[config.mk]
export PLATFORM = sky130hd
export DESIGN_NAME = seq_detector_multi_flat
export DESIGN_NICKNAME = d
export VERILOG_FILES = /design/src/rtl/seq_detector_multi_pkg.sv /design/src/rtl/seq_detector_multi_if.sv /design/src/rtl/seq_detector_multi_table.sv /design/src/rtl/seq_detector_multi.sv /design/src/flat_wrapper.sv
export SDC_FILE = /design/constraint.sdc
export NUM_CORES = 1
export LEC_CHECK = 0
export CAP_MARGIN = 40
export CORE_MARGIN = 2
export CORE_UTILIZATION = 25
export CTS_CLUSTER_SIZE = 12
export DETAILED_ROUTE_END_ITERATION = 10
export PLACE_DENSITY = 0.51
export SYNTH_ARGS = -nofsm -noshare
export SYNTH_HDL_FRONTEND = slang
export SYNTH_SLANG_ARGS = --single-unit
[constraint.sdc]
create_clock -name clk -period 5.3 [get_ports clk]
set_input_delay 0.795 -clock clk [delete_from_list [all_inputs] [get_ports clk]]
set_output_delay 0.795 -clock clk [all_outputs]
set_load 0.1 [all_outputs]
[src/rtl/seq_detector_multi_pkg.sv]
// seq_det_pkg: power-on pattern table contents and width helpers for the multi-pattern detector.
package seq_det_pkg;
    localparam int DEF_NUM = 4;
    localparam int DEF_LEN = 5;
    localparam logic [DEF_NUM-1:0][DEF_LEN-1:0] DEF_PAT = {5'b10100, 5'b10101, 5'b01010, 5'b10111};

    typedef struct packed {
        logic [DEF_LEN-1:0] pattern;
        logic [2:0]         len;
    } def_entry_t;

    function automatic int sel_w(int n);
        return (n > 1) ? $clog2(n) : 1;
    endfunction

    function automatic int len_w(int m);
        return $clog2(m + 1);
    endfunction
endpackage

[src/rtl/seq_detector_multi_if.sv]
// seq_detector_multi_if: serial input, pattern-table config and status outputs of the detector.
interface seq_detector_multi_if
    import seq_det_pkg::*;
#(
    parameter int MAX_LEN = 8,
    parameter int NUM_PAT = 4,
    parameter int CNT_W   = 16
);
    localparam int SEL_W = sel_w(NUM_PAT);
    localparam int LEN_W = len_w(MAX_LEN);
    logic               in_valid;
    logic               in_bit;
    logic [SEL_W-1:0]   sel;
    logic               overlap;
    logic               cfg_we;
    logic [SEL_W-1:0]   cfg_idx;
    logic [MAX_LEN-1:0] cfg_pattern;
    logic [LEN_W-1:0]   cfg_len;
    logic               seq_detected;
    logic [CNT_W-1:0]   dseq_count;
    logic               cnt_sat;
    logic [LEN_W-1:0]   fill;
    modport master (
        output in_valid, in_bit, sel, overlap, cfg_we, cfg_idx, cfg_pattern, cfg_len,
        input  seq_detected, dseq_count, cnt_sat, fill
    );
    modport slave (
        input  in_valid, in_bit, sel, overlap, cfg_we, cfg_idx, cfg_pattern, cfg_len,
        output seq_detected, dseq_count, cnt_sat, fill
    );
endinterface

[src/rtl/seq_detector_multi_table.sv]
// seq_pattern_table: programmable pattern/length table with clamped writes and a combinational read port.
module seq_pattern_table
    import seq_det_pkg::*;
#(
    parameter int MAX_LEN = 8,
    parameter int NUM_PAT = 4,
    parameter int SEL_W   = sel_w(NUM_PAT),
    parameter int LEN_W   = len_w(MAX_LEN)
) (
    input  logic               clk,
    input  logic               reset,
    input  logic               we_i,
    input  logic [SEL_W-1:0]   idx_i,
    input  logic [MAX_LEN-1:0] pattern_i,
    input  logic [LEN_W-1:0]   len_i,
    input  logic [SEL_W-1:0]   sel_i,
    output logic [MAX_LEN-1:0] pattern_o,
    output logic [LEN_W-1:0]   len_o
);
    typedef struct packed {
        logic [MAX_LEN-1:0] pattern;
        logic [LEN_W-1:0]   len;
    } entry_t;

    entry_t tbl_q [NUM_PAT];

    // Defaults only fit when the table can hold a 5-bit pattern; otherwise every entry starts disabled.
    function automatic entry_t def_entry(int k);
        def_entry = '0;
        if (k < DEF_NUM && MAX_LEN >= DEF_LEN) begin
            def_entry.pattern = MAX_LEN'(DEF_PAT[k]);
            def_entry.len     = LEN_W'(DEF_LEN);
        end
    endfunction

    always_ff @(posedge clk or negedge reset) begin
        if (!reset) begin
            for (int k = 0; k < NUM_PAT; k++) tbl_q[k] <= def_entry(k);
        end else if (we_i && int'(idx_i) < NUM_PAT) begin
            tbl_q[idx_i].pattern <= pattern_i;
            tbl_q[idx_i].len     <= (len_i > LEN_W'(MAX_LEN)) ? LEN_W'(MAX_LEN) : len_i;
        end
    end

    assign pattern_o = (int'(sel_i) < NUM_PAT) ? tbl_q[sel_i].pattern : '0;
    assign len_o     = (int'(sel_i) < NUM_PAT) ? tbl_q[sel_i].len : '0;
endmodule

[src/rtl/seq_detector_multi.sv]
// seq_detector_multi: serial pattern detector with selectable table entry, overlap mode and saturating hit counter.
module seq_detector_multi
    import seq_det_pkg::*;
#(
    parameter int MAX_LEN = 8,
    parameter int NUM_PAT = 4,
    parameter int CNT_W   = 16
) (
    input logic                clk,
    input logic                reset,
    seq_detector_multi_if.slave bus
);
    localparam int SEL_W = sel_w(NUM_PAT);
    localparam int LEN_W = len_w(MAX_LEN);

    logic [MAX_LEN-1:0] hist_q, hist_d, pat, mask;
    logic [LEN_W-1:0]   fill_q, fill_d, fill_inc, len;
    logic [CNT_W-1:0]   cnt_q, cnt_d;
    logic [SEL_W-1:0]   sel_q;
    logic               det_q, sat_q, sat_d, hit, clr;

    seq_pattern_table #(.MAX_LEN(MAX_LEN), .NUM_PAT(NUM_PAT), .SEL_W(SEL_W), .LEN_W(LEN_W)) u_table (
        .clk       (clk),
        .reset     (reset),
        .we_i      (bus.cfg_we),
        .idx_i     (bus.cfg_idx),
        .pattern_i (bus.cfg_pattern),
        .len_i     (bus.cfg_len),
        .sel_i     (bus.sel),
        .pattern_o (pat),
        .len_o     (len)
    );

    // Matching is done on the post-shift history so a hit is reported one cycle after its last bit.
    always_comb begin
        hist_d   = bus.in_valid ? {hist_q[MAX_LEN-2:0], bus.in_bit} : hist_q;
        fill_inc = (fill_q == LEN_W'(MAX_LEN)) ? fill_q : fill_q + 1'b1;
        mask     = ~({MAX_LEN{1'b1}} << len);
        hit      = bus.in_valid && (len != '0) && (fill_inc >= len) && (((hist_d ^ pat) & mask) == '0);
        fill_d   = !bus.in_valid ? fill_q : (hit && !bus.overlap) ? '0 : fill_inc;
        clr      = (bus.sel != sel_q) || (bus.cfg_we && bus.cfg_idx == bus.sel);
        cnt_d    = clr ? '0 : (hit && !(&cnt_q)) ? cnt_q + 1'b1 : cnt_q;
        sat_d    = !clr && (sat_q || (&cnt_d));
    end

    always_ff @(posedge clk or negedge reset) begin
        if (!reset) begin
            hist_q <= '0;
            fill_q <= '0;
            det_q  <= 1'b0;
            cnt_q  <= '0;
            sat_q  <= 1'b0;
            sel_q  <= '0;
        end else begin
            hist_q <= hist_d;
            fill_q <= fill_d;
            det_q  <= hit;
            cnt_q  <= cnt_d;
            sat_q  <= sat_d;
            sel_q  <= bus.sel;
        end
    end

    assign bus.seq_detected = det_q;
    assign bus.dseq_count   = cnt_q;
    assign bus.cnt_sat      = sat_q;
    assign bus.fill         = fill_q;
endmodule
[src/flat_wrapper.sv]
// flat-port wrapper written by rule: the top's interface ports become plain ports
module seq_detector_multi_flat import seq_det_pkg::*;
#(
    parameter int MAX_LEN = 8,
    parameter int NUM_PAT = 4,
    parameter int CNT_W   = 16
)
  (clk, reset, bus_in_valid, bus_in_bit, bus_sel, bus_overlap, bus_cfg_we, bus_cfg_idx, bus_cfg_pattern, bus_cfg_len, bus_seq_detected, bus_dseq_count, bus_cnt_sat, bus_fill);
  seq_detector_multi_if #(.MAX_LEN(MAX_LEN), .NUM_PAT(NUM_PAT), .CNT_W(CNT_W)) bus_i ();
  input logic clk;
  input logic reset;
  input wire logic [$bits(bus_i.in_valid)-1:0] bus_in_valid;
  input wire logic [$bits(bus_i.in_bit)-1:0] bus_in_bit;
  input wire logic [$bits(bus_i.sel)-1:0] bus_sel;
  input wire logic [$bits(bus_i.overlap)-1:0] bus_overlap;
  input wire logic [$bits(bus_i.cfg_we)-1:0] bus_cfg_we;
  input wire logic [$bits(bus_i.cfg_idx)-1:0] bus_cfg_idx;
  input wire logic [$bits(bus_i.cfg_pattern)-1:0] bus_cfg_pattern;
  input wire logic [$bits(bus_i.cfg_len)-1:0] bus_cfg_len;
  output wire logic [$bits(bus_i.seq_detected)-1:0] bus_seq_detected;
  output wire logic [$bits(bus_i.dseq_count)-1:0] bus_dseq_count;
  output wire logic [$bits(bus_i.cnt_sat)-1:0] bus_cnt_sat;
  output wire logic [$bits(bus_i.fill)-1:0] bus_fill;
  assign bus_i.in_valid = bus_in_valid;
  assign bus_i.in_bit = bus_in_bit;
  assign bus_i.sel = bus_sel;
  assign bus_i.overlap = bus_overlap;
  assign bus_i.cfg_we = bus_cfg_we;
  assign bus_i.cfg_idx = bus_cfg_idx;
  assign bus_i.cfg_pattern = bus_cfg_pattern;
  assign bus_i.cfg_len = bus_cfg_len;
  assign bus_seq_detected = bus_i.seq_detected;
  assign bus_dseq_count = bus_i.dseq_count;
  assign bus_cnt_sat = bus_i.cnt_sat;
  assign bus_fill = bus_i.fill;
  seq_detector_multi #(.MAX_LEN(MAX_LEN), .NUM_PAT(NUM_PAT), .CNT_W(CNT_W)) u_core (.clk(clk), .reset(reset), .bus(bus_i));
endmodule
* Word-level counts from Yosys, hierarchy flattened
Index checks and enable logic that the tools add are counted.
** Cells by class
- Add/subtract/negate cells :: 2
- Order comparisons :: 5
- Eq/ne operators :: 3
- Shifts and indexed selects :: 1
- Multiplexer cells :: 15
- Bitwise logic cells :: 5
- Reductions and logical operators :: 17
** Operators by type and width (number)
- $bwmux 48 :: 2
- $demux 12 s2 :: 2
- $mux 12 :: 3
- $mux 16 :: 2
- $reduce_and 16->1 :: 2
- $bmux 12 s2 :: 1
- $add 16x1->16 const B :: 1
- $mux 4 :: 4
- $and 8x8->8 :: 1
- $logic_and 1x1->1 :: 8
- $logic_not 8->1 :: 1
- $mux 8 :: 1
- $not 8->8 :: 1
- $shl 8x4->8 const A :: 1
- $xor 8x8->8 :: 1
- $ge 3x3->1 const B :: 2
- $not 2->3 :: 2
- $add 4x1->4 const B :: 1
- $eq 4x4->1 const B :: 1
- $ge 4x4->1 :: 1
- $gt 4x4->1 const B :: 1
- $reduce_bool 4->1 :: 1
- $logic_not 1->1 :: 3
- $lt 3x1->1 const B :: 1
- other kinds (3) :: 4
** Word-level totals
- Register bits after elaboration :: 80
- Output and inout bits :: 22
- Logic and storage cells :: 62

* Longest topological paths before layout
Gate-level depths: netlist of run 1.
- Depth after elaboration :: 15
- Depth in mapped cells :: 17

* By module
Synthesis of run 1 repeated with hierarchy kept, for this count alone.
** Second synthesis, totals
- Cells, all modules :: 321
- Area total of the unflattened synthesis :: 4088.9 µm²
** By module, submodules not included
- seq_pattern_table :: instances 1, cells an instance 121, area an instance 2125.8 µm², sequential area each 1224.9 µm²
- seq_detector_multi :: instances 1, cells an instance 200, area an instance 1963.1 µm², sequential area each 800.8 µm²

* Worst setup path before layout of run 1
Ideal clock, no wire load.
- Kind :: register -> register
- Start point :: reg u_core.fill_q[0] (netlist: u_core.bus.fill[0])
- End point :: reg u_core.sat_q (netlist: u_core.bus.cnt_sat)
- Arrival time :: 3.942 ns
- Required time :: 5.177 ns
- Slack :: 1.235 ns
- Cell stages (with the launch flop) :: 18
- Clock period less this slack :: 4.065 ns
- Cells stage by stage :: dfrtp_1 -> inv_1 -> ha_1 -> nand2_1 -> nor2_1 -> xnor2_1 -> ha_1 -> or2b_2 -> a2111oi_0 -> nor4b_2 -> o2111ai_1 -> or3_4 -> clkinv_2 -> buf_4 -> nand3_1 -> xor2_1 -> nor3_1 -> a32o_1
** On the way
- Word-level cells in the longest chain between the ends :: 11
- Elaborated cells on any way between the ends :: 12
** Ends and longest elaborated chain
- from (decl) :: line seq_detector_multi.sv:17 : logic [LEN_W-1:0] fill_q, fill_d, fill_inc, len;
- from (signal assigned) :: line seq_detector_multi.sv:56 : fill_q <= fill_d;
- $add 4x1->4 or $eq 4x4->1 (tied branches) :: line seq_detector_multi.sv:37 : fill_inc = (fill_q == LEN_W'(MAX_LEN)) ? fill_q : fill_q + 1'b1;
- $mux 4 * :: line seq_detector_multi.sv:37
- $ge 4x4->1 * :: line seq_detector_multi.sv:39 : hit = bus.in_valid && (len != '0) && (fill_inc >= len) && (((hist_d ^ pat) & mask) == '0);
- $logic_and 1x1->1 * (2 in a row) :: line seq_detector_multi.sv:39
- net u_core.hit :: line seq_detector_multi.sv:20 : logic det_q, sat_q, sat_d, hit, clr;
- $logic_and 1x1->1 * :: line seq_detector_multi.sv:42 : cnt_d = clr ? '0 : (hit && !(&cnt_q)) ? cnt_q + 1'b1 : cnt_q;
- $mux 16 * (2 in a row) :: line seq_detector_multi.sv:42
- $reduce_and 16->1 * :: line seq_detector_multi.sv:43 : sat_d = !clr && (sat_q || (&cnt_d));
- $logic_or 1x1->1 * :: line seq_detector_multi.sv:43
- $logic_and 1x1->1 * :: line seq_detector_multi.sv:43
- net u_core.sat_d :: line seq_detector_multi.sv:20
- to (signal assigned) :: line seq_detector_multi.sv:59 : sat_q <= sat_d;
- to (decl) :: line seq_detector_multi.sv:20
Mark *: on every way through the listed nets, which the timed path passes. The rest lies on a longest branch.
A chain may end at the register's enable or synchronous reset.

* Worst setup path in the final report of run 1
- Start point :: in bus_sel[0]
- End point :: reg u_core.sat_q (netlist: u_core.bus.cnt_sat)
** On the way
- Word-level cells in the longest chain between the ends :: 15
- Elaborated cells on any way between the ends :: 25
** Ends and longest elaborated chain
- from (decl) :: line flat_wrapper.sv:14 : input wire logic [$bits(bus_i.sel)-1:0] bus_sel;
- $not 2->3 (not written as such) :: line seq_detector_multi_table.sv:45, seq_detector_multi_table.sv:46
- $bmux 12 s2 :: line seq_detector_multi_table.sv:45, seq_detector_multi_table.sv:46
- $mux 12 (not written as such) :: line seq_detector_multi_table.sv:46 : assign len_o = (int'(sel_i) < NUM_PAT) ? tbl_q[sel_i].len : '0;
- $mux 12 (not written as such) :: line seq_detector_multi_table.sv:45 : assign pattern_o = (int'(sel_i) < NUM_PAT) ? tbl_q[sel_i].pattern : '0;
- $shl 8x4->8 :: line seq_detector_multi.sv:38 : mask = ~({MAX_LEN{1'b1}} << len);
- $not 8->8 :: line seq_detector_multi.sv:38
- $and 8x8->8 :: line seq_detector_multi.sv:39
- $logic_not 8->1 :: line seq_detector_multi.sv:39
- $logic_and 1x1->1 :: line seq_detector_multi.sv:39
- $logic_and 1x1->1 :: line seq_detector_multi.sv:42
- $mux 16 (2 in a row) :: line seq_detector_multi.sv:42
- $reduce_and 16->1 :: line seq_detector_multi.sv:43
- $logic_or 1x1->1 :: line seq_detector_multi.sv:43
- $logic_and 1x1->1 * :: line seq_detector_multi.sv:43
- net u_core.sat_d :: line seq_detector_multi.sv:20
Mark *: on every way through the listed nets, which the timed path passes. The rest lies on a longest branch. The select of a mux whose other input is x is not followed.

==> qor_table.md, run 1 <==
| Quantity | This run | Unit |
|:---|:---|:---|
| Worst Path Required | 5570 | ps |
| Global-route congestion overflow total | 0 | - |
| Post-Syn Nets | 390 | - |
| Diode insertion count for antenna repair | 0 | - |
| Largest net degree at the start of global routing | 47 | - |
| Via density | 4.58 | - |
| Number of H-tree branching levels | 3 | - |
| Initial antenna violation count | 0 | - |
| Period utilisation layout | 82.0 | % |
| Endpoint kind of the worst setup timing path | flip-flop | - |
| CTS tree | done | - |
| Fraction of final layout cells sized beyond drive strength 1 | 25.9 | % |
| Pre-antenna DRT Iters | 4 | - |
| Clk sink count | 80 | - |
| Critical Path Start | bus_sel[0] | - |
| Final-stage net count | 456 | - |
| Area of the mapped netlist | 0.00410 | mm^2 |
| First-pass GRT wire length | 16.3 | mm |
| Worst setup skew after layout | 7.37 | ps |
| Warnings from Yosys | 0 | - |
| Clock Path Buffers | 2 | - |
| Worst Slack Setup Final | 953 | ps |
| Clock latency reported for the late side of the worst-skew pair | 330 | ps |
| Fraction of synthesized cell area taken by the top area cell type | 37.2 | % |
| Static Leak | 2.25 | nW |
| Leading area contributor after synthesis | sky130_fd_sc_hd__dfrtp_1 | - |
| Share of synthesized flip-flops with an asynchronous set or reset | 100 | % |
| Overall die area | 0.0175 | mm^2 |
| Count of different cell masters after synthesis | 56 | - |
| Core Region | 0.0159 | mm^2 |
| Max cap viols | 0 | - |
| Half-perimeter wire length of the detailed placement result | 6.98 | mm |
| Post-detailed-route count of antenna-violating nets | 0 | - |
| Final-layout setup total negative slack | 0 | ps |
| Startpoint Class | input pin | - |
| Aggregate global-route resource usage | 11.8 | % |
| Met1 usage in global routing | 15.0 | % |
| Multi-input combinational cell area | 0.00191 | mm^2 |
| Worst-case hold slack | 417 | ps |
| Result of the run | complete, no violations | - |
| Grt met3 use | 3.31 | % |
| Hold violation total from the final report | 0 | - |
| Worst relative slew slack | 45.9 | % |
| Largest vdd supply drop | 0.206 | mV |
| Total of fill cells in the finished design | 1621 | - |
| Synth Area per Inst | 11.4 | um^2 |
| Routability congestion estimate | 0.791 | - |
| Quantity of hold-fixing buffers added after cts | 0 | - |
| Number of cells upsized or downsized after cts | 0 | - |
| Drt drc | 0 | - |
| Top-level I/O count | 44 | - |
| Syn Inst Count | 361 | - |
| Portion of the post-synthesis area used by sequential elements | 49.4 | % |
| Fin. max-slew vios | 0 | - |
| Maximum frequency from static timing analysis | 230 | MHz |
| Final WL | 9.56 | mm |
| Count of state elements after synthesis | 80 | - |
| Relative area change from synthesis to final layout | 31.4 | % |
| Number of setup buffers added after CTS | 0 | - |
| Area occupied by registers | 0.00203 | mm^2 |
| Category of the critical setup timing path | input pin to flip-flop | - |
| Via count | 2971 | - |
| Min cycle time layout | 4350 | ps |
| Commonest register cell after synthesis | sky130_fd_sc_hd__dfrtp_1 | - |
| Starting utilization of the core area | 25.7 | % |
| Root Buffer | sky130_fd_sc_hd__clkbuf_16 | - |
| Library cell with the highest instance count after synthesis | sky130_fd_sc_hd__dfrtp_1 | - |
| # setup viols final | 0 | - |
| Worst path arrival time | 4620 | ps |
| Pin slew with the least headroom to its limit | 809 | ps |
| Routed len/inst | 14.8 | um |
| Most numerous cell types in the synthesized netlist | 61 x sky130_fd_sc_hd__dfrtp_1, 50 x sky130_fd_sc_hd__nand2_1, 35 x sky130_fd_sc_hd__mux2_2 | - |
| Row count | 46 | - |
| Power density relative to cell area | 376 | mW/mm^2 |
| Crit path max fanout | 17 | - |
| Count of flip-flops with a built-in enable after synthesis | 0 | - |
| Die Span X | 132 | um |
| End-of-flow core utilization | 33.8 | % |
| Worst reg2reg path startpoint | u_core.bus.fill[0] | - |
| Clock-pin slew reported for the worst setup and hold paths after clock tree synthesis | 60 | ps |
| Unrepaired setup endpoints after global routing | no | - |
| Met2 Usage GRT | 19.7 | % |
| Total design power | 2.03 | mW |
| Synth top area cells | sky130_fd_sc_hd__dfrtp_1 37%, sky130_fd_sc_hd__dfstp_2 12%, sky130_fd_sc_hd__mux2_2 9.6% | - |
| Via count of the first global-routing pass | 3144 | - |
| Worst slack at placement | 572 | ps |
| Most crowded layer after global routing | met2 | - |
| Port Buffers | 43 | - |
| CTS buffer count | 9 | - |
| Number of DRC markers in iteration 0 | 212 | - |
| Worst hold path type | input pin to asynchronous set/reset pin | - |
| Overall die height | 132 | um |
## worst max-delay path: stages
cell and delay (ps):
sky130_fd_sc_hd__clkdlybuf4s50_1 570, sky130_fd_sc_hd__mux4_2 580, sky130_fd_sc_hd__ha_1 320, sky130_fd_sc_hd__or2b_2 290, sky130_fd_sc_hd__a2111oi_0 510, sky130_fd_sc_hd__nor4b_2 100, sky130_fd_sc_hd__o2111ai_1 150, sky130_fd_sc_hd__or3_4 190
sky130_fd_sc_hd__clkinv_2 200, sky130_fd_sc_hd__a21o_1 220, sky130_fd_sc_hd__a211o_1 250, sky130_fd_sc_hd__nor4_1 230, sky130_fd_sc_hd__a32o_1 200
## path summary, 6_finish.rpt
path,to,slack [ps],cells past startpoint
min,u_core.u_table.tbl_q[19],420,1
min in group clk,u_core.u_table.tbl_q[44],460,2
max reg2reg,u_core.bus.cnt_sat,1560,16
max in group asynchronous,u_core.u_table.tbl_q[29],4240,2
max,u_core.bus.cnt_sat,950,13
min reg2reg,u_core.u_table.tbl_q[44],460,2
## routing by layer
layer  part of all wire, %  vias up
met4                   1.2        0
met1                    44     1492
met2                    50       60
met5                     0        -
met3                   3.8        9
li1                      -     1410
## report_power, final
group / internal [mW] / total, mW / leakage [nW] / switching, mW
Clock: 0.427 / 0.669 / 0.153 / 0.241
Combinational: 0.258 / 0.583 / 1.13 / 0.325
Sequential: 0.722 / 0.775 / 0.970 / 0.0533
Total: 1.41 / 2.03 / 2.25 / 0.619
## sequential cells by signal (all words and copies together), names as in the netlist
register	count
u_core.bus.cnt_sat	1
u_core.bus.dseq_count	16
u_core.bus.fill	4
u_core.bus.seq_detected	1
u_core.hist_q	8
u_core.sel_q	2
u_core.u_table.tbl_q	48
## cells by family after synthesis
| kind of cell | after synthesis | share of synthesized area [%] |
|---|---|---|
| compound gates | 38 | 6.28 |
| xor+xnor | 23 | 4.91 |
| mux | 50 | 17.5 |
| buf+inv | 28 | 4.02 |
| simple gates | 135 | 15.8 |
| fa+ha+maj | 7 | 2.13 |
| flops | 80 | 49.4 |
## layout make-up
class / instances / area share, %
clock inverters: 4 / 1.41
flip-flops and latches: 80 / 37.6
multi-input cells: 253 / 35.5
inverters: 14 / 0.997
repair buffers: 69 / 15.0
well taps: 216 / 5.01
clock buffers: 12 / 4.57
## layout by cell type (no fill, tap or decap), types with 2 or more instances in the layout
cell type / synthesis / routed
sky130_fd_sc_hd__nand2_1: 50 / 50
sky130_fd_sc_hd__nor2_1: 27 / 27
sky130_fd_sc_hd__xor2_1: 10 / 10
sky130_fd_sc_hd__mux4_2: 6 / 6
sky130_fd_sc_hd__clkdlybuf4s50_1: 0 / 42
sky130_fd_sc_hd__xnor2_1: 13 / 13
sky130_fd_sc_hd__and2_1: 3 / 3
sky130_fd_sc_hd__ha_1: 7 / 7
sky130_fd_sc_hd__buf_8: 0 / 22
sky130_fd_sc_hd__mux4_1: 6 / 6
sky130_fd_sc_hd__dfstp_2: 19 / 19
sky130_fd_sc_hd__o21ai_0: 16 / 16
sky130_fd_sc_hd__nand3_1: 20 / 20
sky130_fd_sc_hd__dfrtp_1: 61 / 61
sky130_fd_sc_hd__mux2_2: 35 / 35
sky130_fd_sc_hd__nand4_1: 5 / 5
sky130_fd_sc_hd__or2_2: 2 / 2
sky130_fd_sc_hd__inv_1: 13 / 13
sky130_fd_sc_hd__clkbuf_1: 6 / 2
sky130_fd_sc_hd__clkbuf_16: 0 / 9
sky130_fd_sc_hd__mux2i_1: 3 / 3
sky130_fd_sc_hd__nand4b_1: 2 / 2
sky130_fd_sc_hd__buf_4: 2 / 4
sky130_fd_sc_hd__nor4_1: 3 / 3
sky130_fd_sc_hd__nor3_1: 4 / 4
sky130_fd_sc_hd__bufinv_16: 0 / 2
sky130_fd_sc_hd__and3_1: 7 / 7
sky130_fd_sc_hd__a211o_2: 2 / 2
sky130_fd_sc_hd__nand2b_1: 4 / 4
sky130_fd_sc_hd__a31oi_1: 2 / 2
sky130_fd_sc_hd__a211oi_1: 2 / 2
## metrics by stage
stage,instance area (um^2),cells
after detailed placement,5070,632
after CTS,5390,648
after global routing,5390,648
final,5390,648
after global placement,4710,609
after floorplan,4100,361
Power figures use the tool's default switching activity.
==> inputs of run 2 (changes only) <==
clock period = 4.5 ns   (was 5.3 ns; I/O delays follow)
==> qor_table.md, run 2 (same netlist as run 1, synthesis figures left out) <==
| Quantity | This run | Unit | Delta |
|:---|:---|:---|:---|
| Top register by number of flip-flops | u_core.u_table.tbl_q | - | unchanged |
| Final instance count without filler cells | 652 | - | was 648 |
| Min cycle time layout | 4120 | ps |  |
| Part of the power in combinational logic | 28.7 | % | was 28.8% |
| Worst Path Required | 4770 | ps | was 5570 ps |
| Initial antenna violation count | 0 | - | unchanged |
| Maximum frequency from static timing analysis | 243 | MHz |  |
| Overall die height | 132 | um | unchanged |
| Cells after DPL | 637 | - | was 632 |
| Startpoint Class | input pin | - | unchanged |
| Worst path arrival time | 4380 | ps | was 4620 ps |
| Quantity of hold-fixing buffers added after cts | 0 | - | unchanged |
| Row count | 46 | - | unchanged |
| Largest net degree at the start of global routing | 44 | - | was 47 |
| Highest metal layer used by the detailed router | met4 | - | unchanged |
| Via density | 4.49 | - | was 4.58 |
| Largest vdd supply drop | 0.287 | mV | was 0.206 mV |
| Number of DRC markers in iteration 0 | 204 | - | was 212 |
| Diode insertion count for antenna repair | 0 | - | unchanged |
| Period utilisation layout | 91.5 | % |  |
| Endpoint kind of the worst setup timing path | flip-flop | - | unchanged |
| Highest-count cells in the layout ignoring fill and taps | 61 x sky130_fd_sc_hd__dfrtp_1, 50 x sky130_fd_sc_hd__nand2_1, 42 x sky130_fd_sc_hd__clkdlybuf4s50_1, 35 x sky130_fd_sc_hd__mux2_2, 27 x sky130_fd_sc_hd__nor2_1 | - | unchanged |
| Worst Slack Setup Final | 381 | ps | was 953 ps |
| Worst reg2reg path startpoint | u_core.bus.fill[0] | - | unchanged |
| Seq pwr share | 37.4 | % | was 38.2% |
| Port Buffers | 43 | - | unchanged |
| Flip-flop count of the largest register, all copies and words added | 48 | - | unchanged |
| Most frequent standard cell in the layout excluding fill and tap cells | sky130_fd_sc_hd__dfrtp_1 | - | unchanged |
| Max cap viols | 0 | - | unchanged |
| Met2 routed wirelength | 4.58 | mm | was 4.83 mm |
| Clock power frac | 33.9 | % | was 33.0% |
| Critical register-to-register path endpoint | u_core.bus.cnt_sat | - | unchanged |
| Final-layout setup total negative slack | 0 | ps | unchanged |
| Category of the critical setup timing path | input pin to flip-flop | - | unchanged |
| Length of routed wiring on met1 | 4.39 | mm | was 4.25 mm |
| Drt drc | 0 | - | unchanged |
| Clock Path Buffers | 2 | - | unchanged |
| Hold violation total from the final report | 0 | - | unchanged |
| Aggregate global-route resource usage | 11.8 | % | about the same |
| Die Span X | 132 | um | unchanged |
| Routed len/inst | 14.4 | um | was 14.8 um |
| Pin slew with the least headroom to its limit | 803 | ps | was 809 ps |
| Result of the run | complete, no violations | - | unchanged |
| Half-perimeter wire length of the detailed placement result | 6.92 | mm | was 6.98 mm |
| Root Buffer | sky130_fd_sc_hd__clkbuf_16 | - | unchanged |
| Post-detailed-route count of antenna-violating nets | 0 | - | unchanged |
| Final-stage net count | 461 | - | was 456 |
| Via count of the first global-routing pass | 3164 | - | was 3144 |
| Fin. max-slew vios | 0 | - | unchanged |
| CTS buffer count | 9 | - | unchanged |
| Core Region | 0.0159 | mm^2 | unchanged |
| Final WL | 9.42 | mm | was 9.56 mm |
| Met3 wire len | 380 | um | was 360 um |
| Total of fill cells in the finished design | 1601 | - | was 1621 |
| Static Leak | 2.28 | nW | was 2.25 nW |
| Starting utilization of the core area | 25.7 | % | unchanged |
| CTS tree | done | - | unchanged |
| Relative area change from synthesis to final layout | 32.5 | % | was 31.4% |
| Reg-to-reg setup timing slack | 820 | ps | was 1560 ps |
| Overall die area | 0.0175 | mm^2 | unchanged |
| Number of cells upsized or downsized after cts | 0 | - | unchanged |
| Clock-pin slew reported for the worst setup and hold paths after clock tree synthesis | 60 | ps | about the same |
| Fraction of final layout cells sized beyond drive strength 1 | 26.8 | % | was 25.9% |
| Via count | 2925 | - | was 2971 |
| Clk sink count | 80 | - | unchanged |
| Worst-case hold slack | 311 | ps | was 417 ps |
| # setup viols final | 0 | - | unchanged |
| Number of H-tree branching levels | 3 | - | unchanged |
| Worst hold path type | input pin to asynchronous set/reset pin | - | unchanged |
| Int Power | 1.71 | mW | was 1.41 mW |
| Pre-antenna DRT Iters | 4 | - | unchanged |
| Power density relative to cell area | 449 | mW/mm^2 | was 376 mW/mm^2 |
| First-pass GRT wire length | 16.4 | mm | was 16.3 mm |
| Worst slack at placement | 37.7 | ps | was 572 ps |
| Clock latency reported for the late side of the worst-skew pair | 340 | ps | was 330 ps |
| Number of setup buffers added after CTS | 0 | - | unchanged |
| Routability congestion estimate | 0.812 | - | was 0.791 |
| Global-route congestion overflow total | 0 | - | unchanged |
| Net switching component of the power | 734 | uW | was 619 uW |
| Worst relative slew slack | 46.3 | % | was 45.9% |
| Top-level I/O count | 44 | - | unchanged |
| Worst setup skew after layout | 8.17 | ps | was 7.37 ps |
| FF-to-FF path depth | 17 | - | was 16 |
| Switching part of the total | 30.0 | % | was 30.6% |
| Crit path max fanout | 13 | - | was 17 |
| Unrepaired setup endpoints after global routing | no | - | unchanged |
-- run 2: area by class of cell --
type,count,area [um^2],share of cell area [%]
timing repair buffer,74,838,15.4
sequential,80,2030,37.3
clock inverter,5,106,1.96
multi-input combinational,253,1910,35.2
inverter,14,53.8,0.990
clock buffer,10,229,4.21
tap,216,270,4.97
-- run 2: how the worst max path moves through the flow --
stage	start	slack [ps]	cells after the start	endpoint
global placement	bus_sel[0]	130	14	u_core.bus.cnt_sat
CTS	bus_sel[0]	380	14	u_core.bus.cnt_sat
floorplan	u_core.bus.fill[0]	440	17	u_core.bus.cnt_sat
detailed placement	bus_sel[0]	40	15	u_core.bus.cnt_sat
global route	bus_sel[0]	190	14	u_core.bus.cnt_sat
finish	bus_sel[0]	380	14	u_core.bus.cnt_sat
-- run 2: metal layers --
metal | track usage (%) | up-vias
met1 | 15.1 | 1439
met2 | 19.3 | 52
met3 | 3.23 | 9
met5 | 0 | -
met4 | 3.68 | 0
li1 | - | 1425
-- run 2: metrics by stage --
stage | total power, mW | util [%] | instance area, um^2
floorplan | 1.38 | - | 4100
global placement | 1.56 | 29.8 | 4750
detailed placement | 1.63 | 32.0 | 5100
CTS | 2.48 | 34.1 | 5440
global route | 2.59 | 34.1 | 5440
finish | 2.44 | 34.1 | 5440
-- run 2: critical path: stages --
cell                              delay (ps)
sky130_fd_sc_hd__clkdlybuf4s50_1         540
sky130_fd_sc_hd__mux4_2                  570
sky130_fd_sc_hd__ha_1                    310
sky130_fd_sc_hd__or2b_2                  280
sky130_fd_sc_hd__a2111oi_0               400
sky130_fd_sc_hd__buf_4                   180
sky130_fd_sc_hd__nor4b_2                  40
sky130_fd_sc_hd__o2111ai_1               140
sky130_fd_sc_hd__or3_4                   200
sky130_fd_sc_hd__clkinv_2                150
sky130_fd_sc_hd__a21o_1                  200
sky130_fd_sc_hd__a211o_1                 250
sky130_fd_sc_hd__nor4_1                  230
sky130_fd_sc_hd__a32o_1                  200
-- run 2: power by group through the flow --
| stage | clock [mW] | combinational, mW | sequential (mW) |
|---|---|---|---|
| finish | 0.828 | 0.701 | 0.914 |
| global route | 0.885 | 0.771 | 0.930 |
| CTS | 0.852 | 0.713 | 0.914 |
| detailed placement | 0 | 0.708 | 0.927 |
| global placement | 0 | 0.638 | 0.924 |
| floorplan | 0 | 0.343 | 1.04 |
